$ cat config.mk
export PLATFORM = sky130hd
export DESIGN_NAME = ppt_pulse_gen
export DESIGN_NICKNAME = d
export VERILOG_FILES = /design/src/rtl/ppt_pkg.sv /design/src/rtl/ppt_prescaler.sv /design/src/rtl/ppt_pulse_gen.sv
export SDC_FILE = /design/constraint.sdc
export NUM_CORES = 1
export LEC_CHECK = 0
export CORE_MARGIN = 8
export CORE_UTILIZATION = 29
export DETAILED_ROUTE_END_ITERATION = 8
export SYNTH_ARGS = -nofsm -noshare
export SYNTH_HDL_FRONTEND = slang
export SYNTH_SLANG_ARGS = --single-unit
export TNS_END_PERCENT = 50
$ cat constraint.sdc
create_clock -name clk -period 5.3 [get_ports clk]
set_clock_uncertainty 0.05 [all_clocks]
set_input_delay 1.06 -clock clk [delete_from_list [all_inputs] [get_ports clk]]
set_output_delay 1.06 -clock clk [all_outputs]
set_load 0.02 [all_outputs]
$ cat src/rtl/ppt_pkg.sv
// ==== ppt_pkg: shared state encoding, default widths and prescaler clamp for the PPT sequencer.
// ==== rev 1.0
`default_nettype none

package ppt_pkg;

   localparam int unsigned DIV_W_DEF  = 5;
   localparam int unsigned TIME_W_DEF = 14;
   localparam int unsigned CNT_W_DEF  = 8;
   localparam int unsigned PRE_W_DEF  = 32;

   // Largest divider exponent; keeps 2^(div+1) inside the 32-bit prescaler.
   localparam int unsigned DIV_CLAMP  = 30;

   typedef enum logic [1:0] {
      ST_IDLE = 2'd0,
      ST_FIRE = 2'd1,
      ST_DONE = 2'd2
   } state_t;

   function automatic int unsigned clamp_div(input int unsigned div);
      return (div > DIV_CLAMP) ? DIV_CLAMP : div;
   endfunction

endpackage

`default_nettype wire

$ cat src/rtl/ppt_prescaler.sv
// ==== ppt_prescaler: one-clock tick every 2^(div+1) clocks, held at zero while clear is high.
// ==== rev 1.0
`default_nettype none

module ppt_prescaler #(
   parameter int unsigned DIV_W = 5,
   parameter int unsigned PRE_W = 32
) (
   input  logic             clk,
   input  logic             rst,
   input  logic             clear_i,
   input  logic [DIV_W-1:0] div_i,
   output logic             tick_o
);

   logic [PRE_W-1:0] cnt_q;
   logic [PRE_W-1:0] cnt_d;
   logic [PRE_W-1:0] w_terminal;

   always_comb begin
      w_terminal = (PRE_W'(1) << (div_i + DIV_W'(1))) - PRE_W'(1);
      tick_o     = !clear_i && (cnt_q == w_terminal);
      cnt_d      = (clear_i || tick_o) ? '0 : cnt_q + PRE_W'(1);
   end

   always_ff @(posedge clk or posedge rst) begin
      if (rst) begin
         cnt_q <= '0;
      end else begin
         cnt_q <= cnt_d;
      end
   end

endmodule

`default_nettype wire

$ cat src/rtl/ppt_pulse_gen.sv
// ==== ppt_pulse_gen: PPT firing sequencer emitting `count` pulses timed in prescaled ticks.
// ==== rev 1.0 -- define PPT_MIN_GAP_EN to force at least one low tick per period.
`default_nettype none

module ppt_pulse_gen
   import ppt_pkg::*;
#(
   parameter int unsigned DIV_W  = DIV_W_DEF,
   parameter int unsigned TIME_W = TIME_W_DEF,
   parameter int unsigned CNT_W  = CNT_W_DEF,
   parameter int unsigned PRE_W  = PRE_W_DEF
) (
   input  logic              clk,
   input  logic              rst,
   input  logic [DIV_W-1:0]  clk_div_i,
   input  logic [TIME_W-1:0] period_i,
   input  logic [TIME_W-1:0] width_i,
   input  logic [CNT_W-1:0]  count_i,
   input  logic              run_i,
   output logic              pulse_out_o,
   output logic [CNT_W-1:0]  count_done_o,
   output logic              done_o,
   output logic              busy_o
);

   state_t              state_q,      state_d;
   logic [DIV_W-1:0]    div_q,        div_d;
   logic [TIME_W-1:0]   period_q,     period_d;
   logic [TIME_W-1:0]   width_q,      width_d;
   logic [CNT_W-1:0]    count_q,      count_d;
   logic [TIME_W-1:0]   tick_cnt_q,   tick_cnt_d;
   logic [CNT_W-1:0]    count_done_q, count_done_d;
   logic                pulse_q,      pulse_d;

   logic [TIME_W-1:0]   w_period_eff;
   logic [TIME_W-1:0]   w_width_eff;
   logic [TIME_W-1:0]   w_tick_nxt;
   logic [CNT_W-1:0]    w_done_nxt;
   logic                w_tick;

   ppt_prescaler #(
      .DIV_W (DIV_W),
      .PRE_W (PRE_W)
   ) u_prescaler (
      .clk     (clk),
      .rst     (rst),
      .clear_i (state_q != ST_FIRE),
      .div_i   (div_q),
      .tick_o  (w_tick)
   );

   always_comb begin
      w_period_eff = (period_i == '0) ? TIME_W'(1) : period_i;
`ifdef PPT_MIN_GAP_EN
      w_width_eff  = (width_i < w_period_eff) ? width_i : w_period_eff - TIME_W'(1);
`else
      w_width_eff  = width_i;
`endif
   end

   always_comb begin
      state_d      = state_q;
      div_d        = div_q;
      period_d     = period_q;
      width_d      = width_q;
      count_d      = count_q;
      tick_cnt_d   = tick_cnt_q;
      count_done_d = count_done_q;
      pulse_d      = pulse_q;
      w_tick_nxt   = tick_cnt_q + TIME_W'(1);
      w_done_nxt   = count_done_q + CNT_W'(1);

      case (state_q)
         ST_IDLE: begin
            pulse_d = 1'b0;
            if (run_i) begin
               // Configuration is frozen here; later register writes have no effect.
               div_d        = DIV_W'(clamp_div(32'(clk_div_i)));
               period_d     = w_period_eff;
               width_d      = w_width_eff;
               count_d      = count_i;
               tick_cnt_d   = '0;
               count_done_d = '0;
               if (count_i == '0) begin
                  state_d = ST_DONE;
               end else begin
                  state_d = ST_FIRE;
                  pulse_d = (w_width_eff != '0);
               end
            end
         end
         ST_FIRE: begin
            if (!run_i) begin
               state_d = ST_IDLE;
               pulse_d = 1'b0;
            end else if (w_tick) begin
               if (tick_cnt_q == period_q - TIME_W'(1)) begin
                  tick_cnt_d   = '0;
                  count_done_d = w_done_nxt;
                  if (w_done_nxt == count_q) begin
                     state_d = ST_DONE;
                     pulse_d = 1'b0;
                  end else begin
                     pulse_d = (width_q != '0);
                  end
               end else begin
                  tick_cnt_d = w_tick_nxt;
                  pulse_d    = (w_tick_nxt < width_q);
               end
            end
         end
         ST_DONE: begin
            pulse_d = 1'b0;
            if (!run_i) begin
               state_d = ST_IDLE;
            end
         end
         default: begin
            state_d = ST_IDLE;
            pulse_d = 1'b0;
         end
      endcase
   end

   always_ff @(posedge clk or posedge rst) begin
      if (rst) begin
         state_q      <= ST_IDLE;
         div_q        <= '0;
         period_q     <= '0;
         width_q      <= '0;
         count_q      <= '0;
         tick_cnt_q   <= '0;
         count_done_q <= '0;
         pulse_q      <= 1'b0;
      end else begin
         state_q      <= state_d;
         div_q        <= div_d;
         period_q     <= period_d;
         width_q      <= width_d;
         count_q      <= count_d;
         tick_cnt_q   <= tick_cnt_d;
         count_done_q <= count_done_d;
         pulse_q      <= pulse_d;
      end
   end

   assign pulse_out_o  = pulse_q;
   assign count_done_o = count_done_q;
   assign done_o       = (state_q == ST_DONE);
   assign busy_o       = (state_q == ST_FIRE);

endmodule

`default_nettype wire

**Word level (Yosys, flattened, before mapping)**

Index checks and enable logic that the tools add are counted.

- Input bits: 44
- Memory bits (read-only): 0
- Logic and storage cells: 73
- Memory bits (writable): 0
- Bits in latches: 0
- Bits in registers: 98
- Memories: 0
- Output and inout bits: 11

- Multipliers: 0
- Order comparisons: 2
- Divide/modulo/power cells: 0
- Muxes and demuxes: 28
- Reductions and logical operators: 13
- Bitwise logic cells: 0
- Shift-type cells: 1
- Eq/ne operators: 14
- Add/sub/neg operators: 6

Operators with widths:

| operator | count |
|---|---|
| $mux 14 | 5 |
| $add 32x1->32 const B | 1 |
| $eq 32x32->1 | 1 |
| $mux 32 | 1 |
| $mux 8 | 4 |
| $shl 1x5->32 const A | 1 |
| $sub 32x2->32 const B | 1 |
| $pmux 14 s2 | 1 |
| $reduce_bool 14->1 | 2 |
| $pmux 8 s2 | 1 |
| $add 14x1->14 const B | 1 |
| $eq 14x14->1 | 1 |
| $logic_not 14->1 | 1 |
| $lt 14x14->1 | 1 |
| $mux 2 | 7 |
| $sub 14x1->14 const B | 1 |
| $reduce_and 5->1 | 2 |
| $ne 3x2->1 const B | 3 |
| $add 8x1->8 const B | 1 |
| $eq 8x8->1 | 1 |
| $logic_not 8->1 | 1 |
| $mux 1 | 6 |
| $ne 2x1->1 const B | 3 |
| $ne 2x2->1 const B | 3 |
| 14 further kinds | 14 |

**Longest topological paths before layout**

- Depth after elaboration: 8
- Gate-level depth with buffers: 16
- Gate-level depth less buffers: 12

**Hierarchy**

Synthesis repeated with hierarchy kept, for this count alone.

- Cells, all modules: 819
- Area, all modules: 7367.1 um^2

Modules (own cells, without submodules):

| module | times used | cells an instance | area an instance (um^2) | sequential area each (um^2) |
|---|---|---|---|---|
| ppt_pulse_gen | 1 | 410 | 4011.3 | 1651.6 |
| ppt_prescaler | 1 | 409 | 3355.7 | 800.8 |

**Worst setup path before layout**

OpenSTA, ideal clock, no wires.

- Path kind: flip-flop to flip-flop
- Start: register div_q[0]
- End: register count_done_q[5] (netlist: count_done_o[5])
- Path slack: 1.728 ns
- Stages on the path, launching flop included: 17
- Period minus slack after synthesis: 3.572 ns
- Required time: 5.119 ns
- Arrival time: 3.390 ns
- Library setup time: 0.131 ns
- Buffers on the path: 4
- Cell sequence: dfrtp_1 buf_6 or4_1 clkbuf_1 nor2_1 inv_1 ha_1 nor4b_1 a22oi_1 o21ai_0 xor2_1 a2111oi_1 and4_1 buf_4 buf_12 nor2_1 or3_1

- Longest elaborated chain between the ends: 7

Ends and longest elaborated chain:

| what | RTL line | text |
|---|---|---|
| from (decl) | ppt_pulse_gen.sv:27 | `logic [DIV_W-1:0] div_q, div_d;` |
| from (signal assigned) | ppt_pulse_gen.sv:137 | `div_q <= div_d;` |
| $add 5x1->5 | ppt_prescaler.sv:21 | `w_terminal = (PRE_W'(1) << (div_i + DIV_W'(1))) - PRE_W'(1);` |
| $shl 1x5->32 | ppt_prescaler.sv:21 |  |
| $sub 32x2->32 | ppt_prescaler.sv:21 |  |
| $eq 32x32->1 | ppt_prescaler.sv:22 | `tick_o = !clear_i && (cnt_q == w_terminal);` |
| $logic_and 1x1->1 | ppt_prescaler.sv:22 |  |
| $ne 2x1->1 (no source line) | - |  |
| $reduce_and 5->1 (no source line) | - |  |
| to (signal assigned) | ppt_pulse_gen.sv:142 | `count_done_q <= count_done_d;` |
| to (decl) | ppt_pulse_gen.sv:32 | `logic [CNT_W-1:0] count_done_q, count_done_d;` |

No other way between the ends.
A chain may end at the register's enable or synchronous reset.

**Worst setup path after layout**

- Start: register div_q[3]
- End: register state_q[1]

- Longest elaborated chain between the ends: 7

Ends and longest elaborated chain:

| what | RTL line | text |
|---|---|---|
| $add 5x1->5 | ppt_prescaler.sv:21 |  |
| $shl 1x5->32 | ppt_prescaler.sv:21 |  |
| $sub 32x2->32 | ppt_prescaler.sv:21 |  |
| $eq 32x32->1 | ppt_prescaler.sv:22 |  |
| $logic_and 1x1->1 | ppt_prescaler.sv:22 |  |
| $ne 3x2->1 (no source line) | - |  |
| $reduce_and 5->1 (no source line) | - |  |
| to (signal assigned) | ppt_pulse_gen.sv:136 | `state_q <= state_d;` |
| to (decl) | ppt_pulse_gen.sv:26 | `state_t state_q, state_d;` |

No other way between the ends.

==> out/qor.txt <==
FLOORPLAN
----------------------------------------------------------------------------------
Starting density of the core                                                0.2923
Boundary pin count                                                              55
Die Y-Extent                                                              174.4 um
Area of the die                                                         30,420 um2
Area of the core                                                        24,890 um2
Standard-cell rows                                                              58
Die extent in x                                                           174.4 um

YOSYS
----------------------------------------------------------------------------------
Most numerous cell types in the synthesized netlist                   sky130_fd_sc_hd__dfrtp_1 (98), sky130_fd_sc_hd__nor2_1 (83), sky130_fd_sc_hd__nand2_1 (82)
Count of flip-flops with a built-in enable after synthesis                       0
Top area cells in the synthesized netlist                             sky130_fd_sc_hd__dfrtp_1 (34%), sky130_fd_sc_hd__xnor2_1 (5.9%), sky130_fd_sc_hd__xor2_1 (4.9%)
Area share of the largest cell type after synthesis                         0.3370
Most frequently used flop master after synthesis                      sky130_fd_sc_hd__dfrtp_1
Cell type with the highest aggregate area in the netlist              sky130_fd_sc_hd__dfrtp_1
Syn nets                                                                       924
Avg Inst Size Synth                                                      8.442 um2
FFs w/ async S/R, synth                                                      1.000
Most used standard cell by instance count after synthesis             sky130_fd_sc_hd__dfrtp_1
Register area share after synthesis                                         0.3370
Cell Area, Synth                                                          7277 um2
Number of warnings issued by yosys                                               0
Number of synthesized register bits                                             98
Count of cell types in the netlist                                              78
Post-Syn Instances                                                             862

GLOBAL ROUTE
----------------------------------------------------------------------------------
Pin count of the biggest net entering global routing                            76
Initial antenna violation count                                                  0
Combined global-route utilization of all metal layers                       0.1285
Number of global-route vias before repair                                    6,195
Wire length of the first global-routing pass                             32,340 um
Overflow after GRT                                                               0

STA
----------------------------------------------------------------------------------
Hold Vio Cnt, Final                                                              0
Max-slew violation count                                                         0
Endpoints failing setup                                                          0
Least-Margin Pin Slew                                                      1047 ps
Setup slack of the critical path after layout                             798.4 ps
Share of the clock period used by the worst path after layout               0.8494
Max Freq                                                                0.2221 GHz
Setup repair after global routing missed its margin                          false
Max_slew headroom                                                           0.3005
Minimum period implied by the final worst setup slack                      4502 ps
Setup TNS                                                                     0 ps

CLOCK NETWORK
----------------------------------------------------------------------------------
Library cell used as clock root buffer                                sky130_fd_sc_hd__clkbuf_16
CTS Hold Buffers Added                                                           0
Maximum count of clock buffers along a single path                               2
Number of H-tree branching levels                                                3
Total number of clock tree sinks                                                98
Number of buffers inserted by post-CTS setup repair                              0
Gates resized, CTS repair                                                        0
Register clock-pin slew on the reported worst setup and hold paths           80 ps
Clock latency on the worst-skew pair                                        360 ps
Clock buffer count from CTS                                                      9
TritonCTS clock tree                                                           yes

ROUTE
----------------------------------------------------------------------------------
Total length of routed wires                                             19,520 um
Vias/cell                                                                    5.242
Residual antenna-violating net count after detailed routing                      0
Total number of vias                                                         6,338
Total DRC errors in the routed layout                                            0
Violation count after the first detailed-routing iteration                     382
Pre-Repair DR Iteration Count                                                    7
Wirelength per Cell                                                       16.15 um

CRITICAL PATH
----------------------------------------------------------------------------------
Setup slack of the worst register-to-register path                          800 ps
Family of cells with the greatest summed delay on the critical path   simple AND/OR/NAND/NOR gates
Buf+Inv Stages, Crit Path                                                        2
Critical Path Stages                                                            13
Maximum fanout encountered on the critical timing path                          15
Kind of launch point of the worst setup path                              register
Register-to-Register Path Depth                                                 13
Crit Reg-Reg Endpoint                                                 state_q[1]$_DFFE_PP0P_
Series of cell instances along the critical path                      or4_1 > nor2_1 > inv_1 > ha_1 > nor4b_1 > a22oi_1 > o21ai_0 > xor2_1 > a2111oi_1 > and4_1 > buf_4 > nand4_1 > o21ai_0
Cell repeated most along the worst path                               sky130_fd_sc_hd__o21ai_0
End of the critical path                                              state_q[1]$_DFFE_PP0P_
Element type at the critical path end                                     register
Required arrival time at the worst endpoint                                5520 ps
Maximum single-stage delay on the critical path                             700 ps
Arrival time worst endpoint                                                4720 ps
Critical path type                                                         reg2reg
Cell with the largest stage delay on the worst path                   sky130_fd_sc_hd__and4_1
Setup crit start                                                      div_q[3]$_DFFE_PP0P_
Launch instance of the worst register-to-register path                div_q[3]$_DFFE_PP0P_

PLACE
----------------------------------------------------------------------------------
RD Place Congestion                                                         0.8602
Number of input and output port buffers inserted                                54
Worst-case setup slack after placement                                    814.3 ps
Cell area after placement                                                 8035 um2
Detailed-placement wirelength estimate                                   14,040 um

FINISH
----------------------------------------------------------------------------------
Nets@finish                                                                    937
Post-route standard cell area excluding fillers                           8384 um2
Post-layout util                                                            0.3368
Share of post-route cells with drive strength above 1                      0.07850
Synth-to-Final Area Change                                                  15.22%
Number of fill cells                                                         2,568
Inserted Diodes                                                                  0

MIN PATH
----------------------------------------------------------------------------------
Type of the most critical hold path                                        reg2reg

JOB
----------------------------------------------------------------------------------
Max Cap Violations                                                               0

PWR
----------------------------------------------------------------------------------
PnR Total Power                                                           2.234 mW
Static power due to leakage                                               3.320 nW
Largest vdd supply drop                                                0.0001608 V
Cell Pwr Density                                                      266.4 nW/um2

RUN STATUS
----------------------------------------------------------------------------------
Status                                                                finished clean

-- metrics by stage --
stage | hold slack [ps] | cells
after global routing | 497.7 | 1209
after floorplan | 450.8 | 862
final | 480.6 | 1209
after detailed placement | 467.1 | 1194
after CTS | 484.8 | 1209
after global placement | 463.5 | 1194
-- layout by cell type, fill, tap and decap left out, types with 17 or more instances in the layout --
master | synthesis | layout
sky130_fd_sc_hd__a21oi_1 | 18 | 18
sky130_fd_sc_hd__and3_1 | 27 | 27
sky130_fd_sc_hd__clkdlybuf4s50_1 | 0 | 54
sky130_fd_sc_hd__dfrtp_1 | 98 | 98
sky130_fd_sc_hd__ha_1 | 18 | 18
sky130_fd_sc_hd__inv_1 | 27 | 26
sky130_fd_sc_hd__mux2_2 | 23 | 23
sky130_fd_sc_hd__nand2_1 | 82 | 82
sky130_fd_sc_hd__nand3_1 | 43 | 43
sky130_fd_sc_hd__nand4_1 | 17 | 17
sky130_fd_sc_hd__nor2_1 | 83 | 82
sky130_fd_sc_hd__nor3_1 | 26 | 26
sky130_fd_sc_hd__nor4_1 | 25 | 25
sky130_fd_sc_hd__o21ai_0 | 43 | 43
sky130_fd_sc_hd__xnor2_1 | 49 | 49
sky130_fd_sc_hd__xor2_1 | 41 | 41
-- power by group --
group | total [mW] | internal [mW] | switching, mW | leakage (nW)
logic | 0.558 | 0.252 | 0.305 | 1.93
clock network | 0.793 | 0.478 | 0.315 | 0.171
registers | 0.883 | 0.806 | 0.0776 | 1.22
-- layer usage --
metal,up-vias,track usage,share of wire
li1,3104,-,-
met1,3083,0.1630,0.45
met2,124,0.2185,0.50
met3,27,0.01953,0.035
met4,0,0.04346,0.023
met5,-,0,0
-- how the worst min path moves through the flow --
stage | startpoint | to | slack [ps] | cells past startpoint
2_1_floorplan | count_q[0]$_DFFE_PP0P_ | count_q[0]$_DFFE_PP0P_ | 450 | 1
3_3_place_gp | count_q[1]$_DFFE_PP0P_ | count_q[1]$_DFFE_PP0P_ | 460 | 1
3_5_place_dp | count_q[0]$_DFFE_PP0P_ | count_q[0]$_DFFE_PP0P_ | 470 | 1
4_1_cts | count_q[0]$_DFFE_PP0P_ | count_q[0]$_DFFE_PP0P_ | 480 | 1
5_1_grt | count_q[0]$_DFFE_PP0P_ | count_q[0]$_DFFE_PP0P_ | 500 | 1
6_report | count_q[0]$_DFFE_PP0P_ | count_q[0]$_DFFE_PP0P_ | 480 | 1
-- flip-flops by register name, summed over array words and instances (netlist names) --
register,cells
count_q,8
tick_cnt_q,14
pulse_out_o,1
count_done_o,8
period_q,14
state_q,2
div_q,5
u_prescaler.cnt_q,32
width_q,14
-- final cells by class --
type	instances	area (um2)	area share
inverter	29	111.4	0.01328
tap	330	412.9	0.04925
sequential	98	2452	0.2925
multi-input combinational	671	4428	0.5281
clock buffer	10	239.0	0.02850
clock inverter	5	110.1	0.01313
timing repair buffer	66	630.6	0.07521
-- cells by family (layout without fill, tap and decap cells) --
family | Yosys count | in the layout | share of synthesized area
AND/OR/NAND/NOR | 381 | 381 | 0.2746
AO/OA/AOI/OAI | 141 | 141 | 0.1314
flip-flops | 98 | 98 | 0.3370
buffers and inverters | 93 | 110 | 0.05554
XOR/XNOR | 91 | 91 | 0.1114
multiplexers | 40 | 40 | 0.05915
adder cells (fa/ha/maj) | 18 | 18 | 0.03095
(Power assumes the default switching activity.)
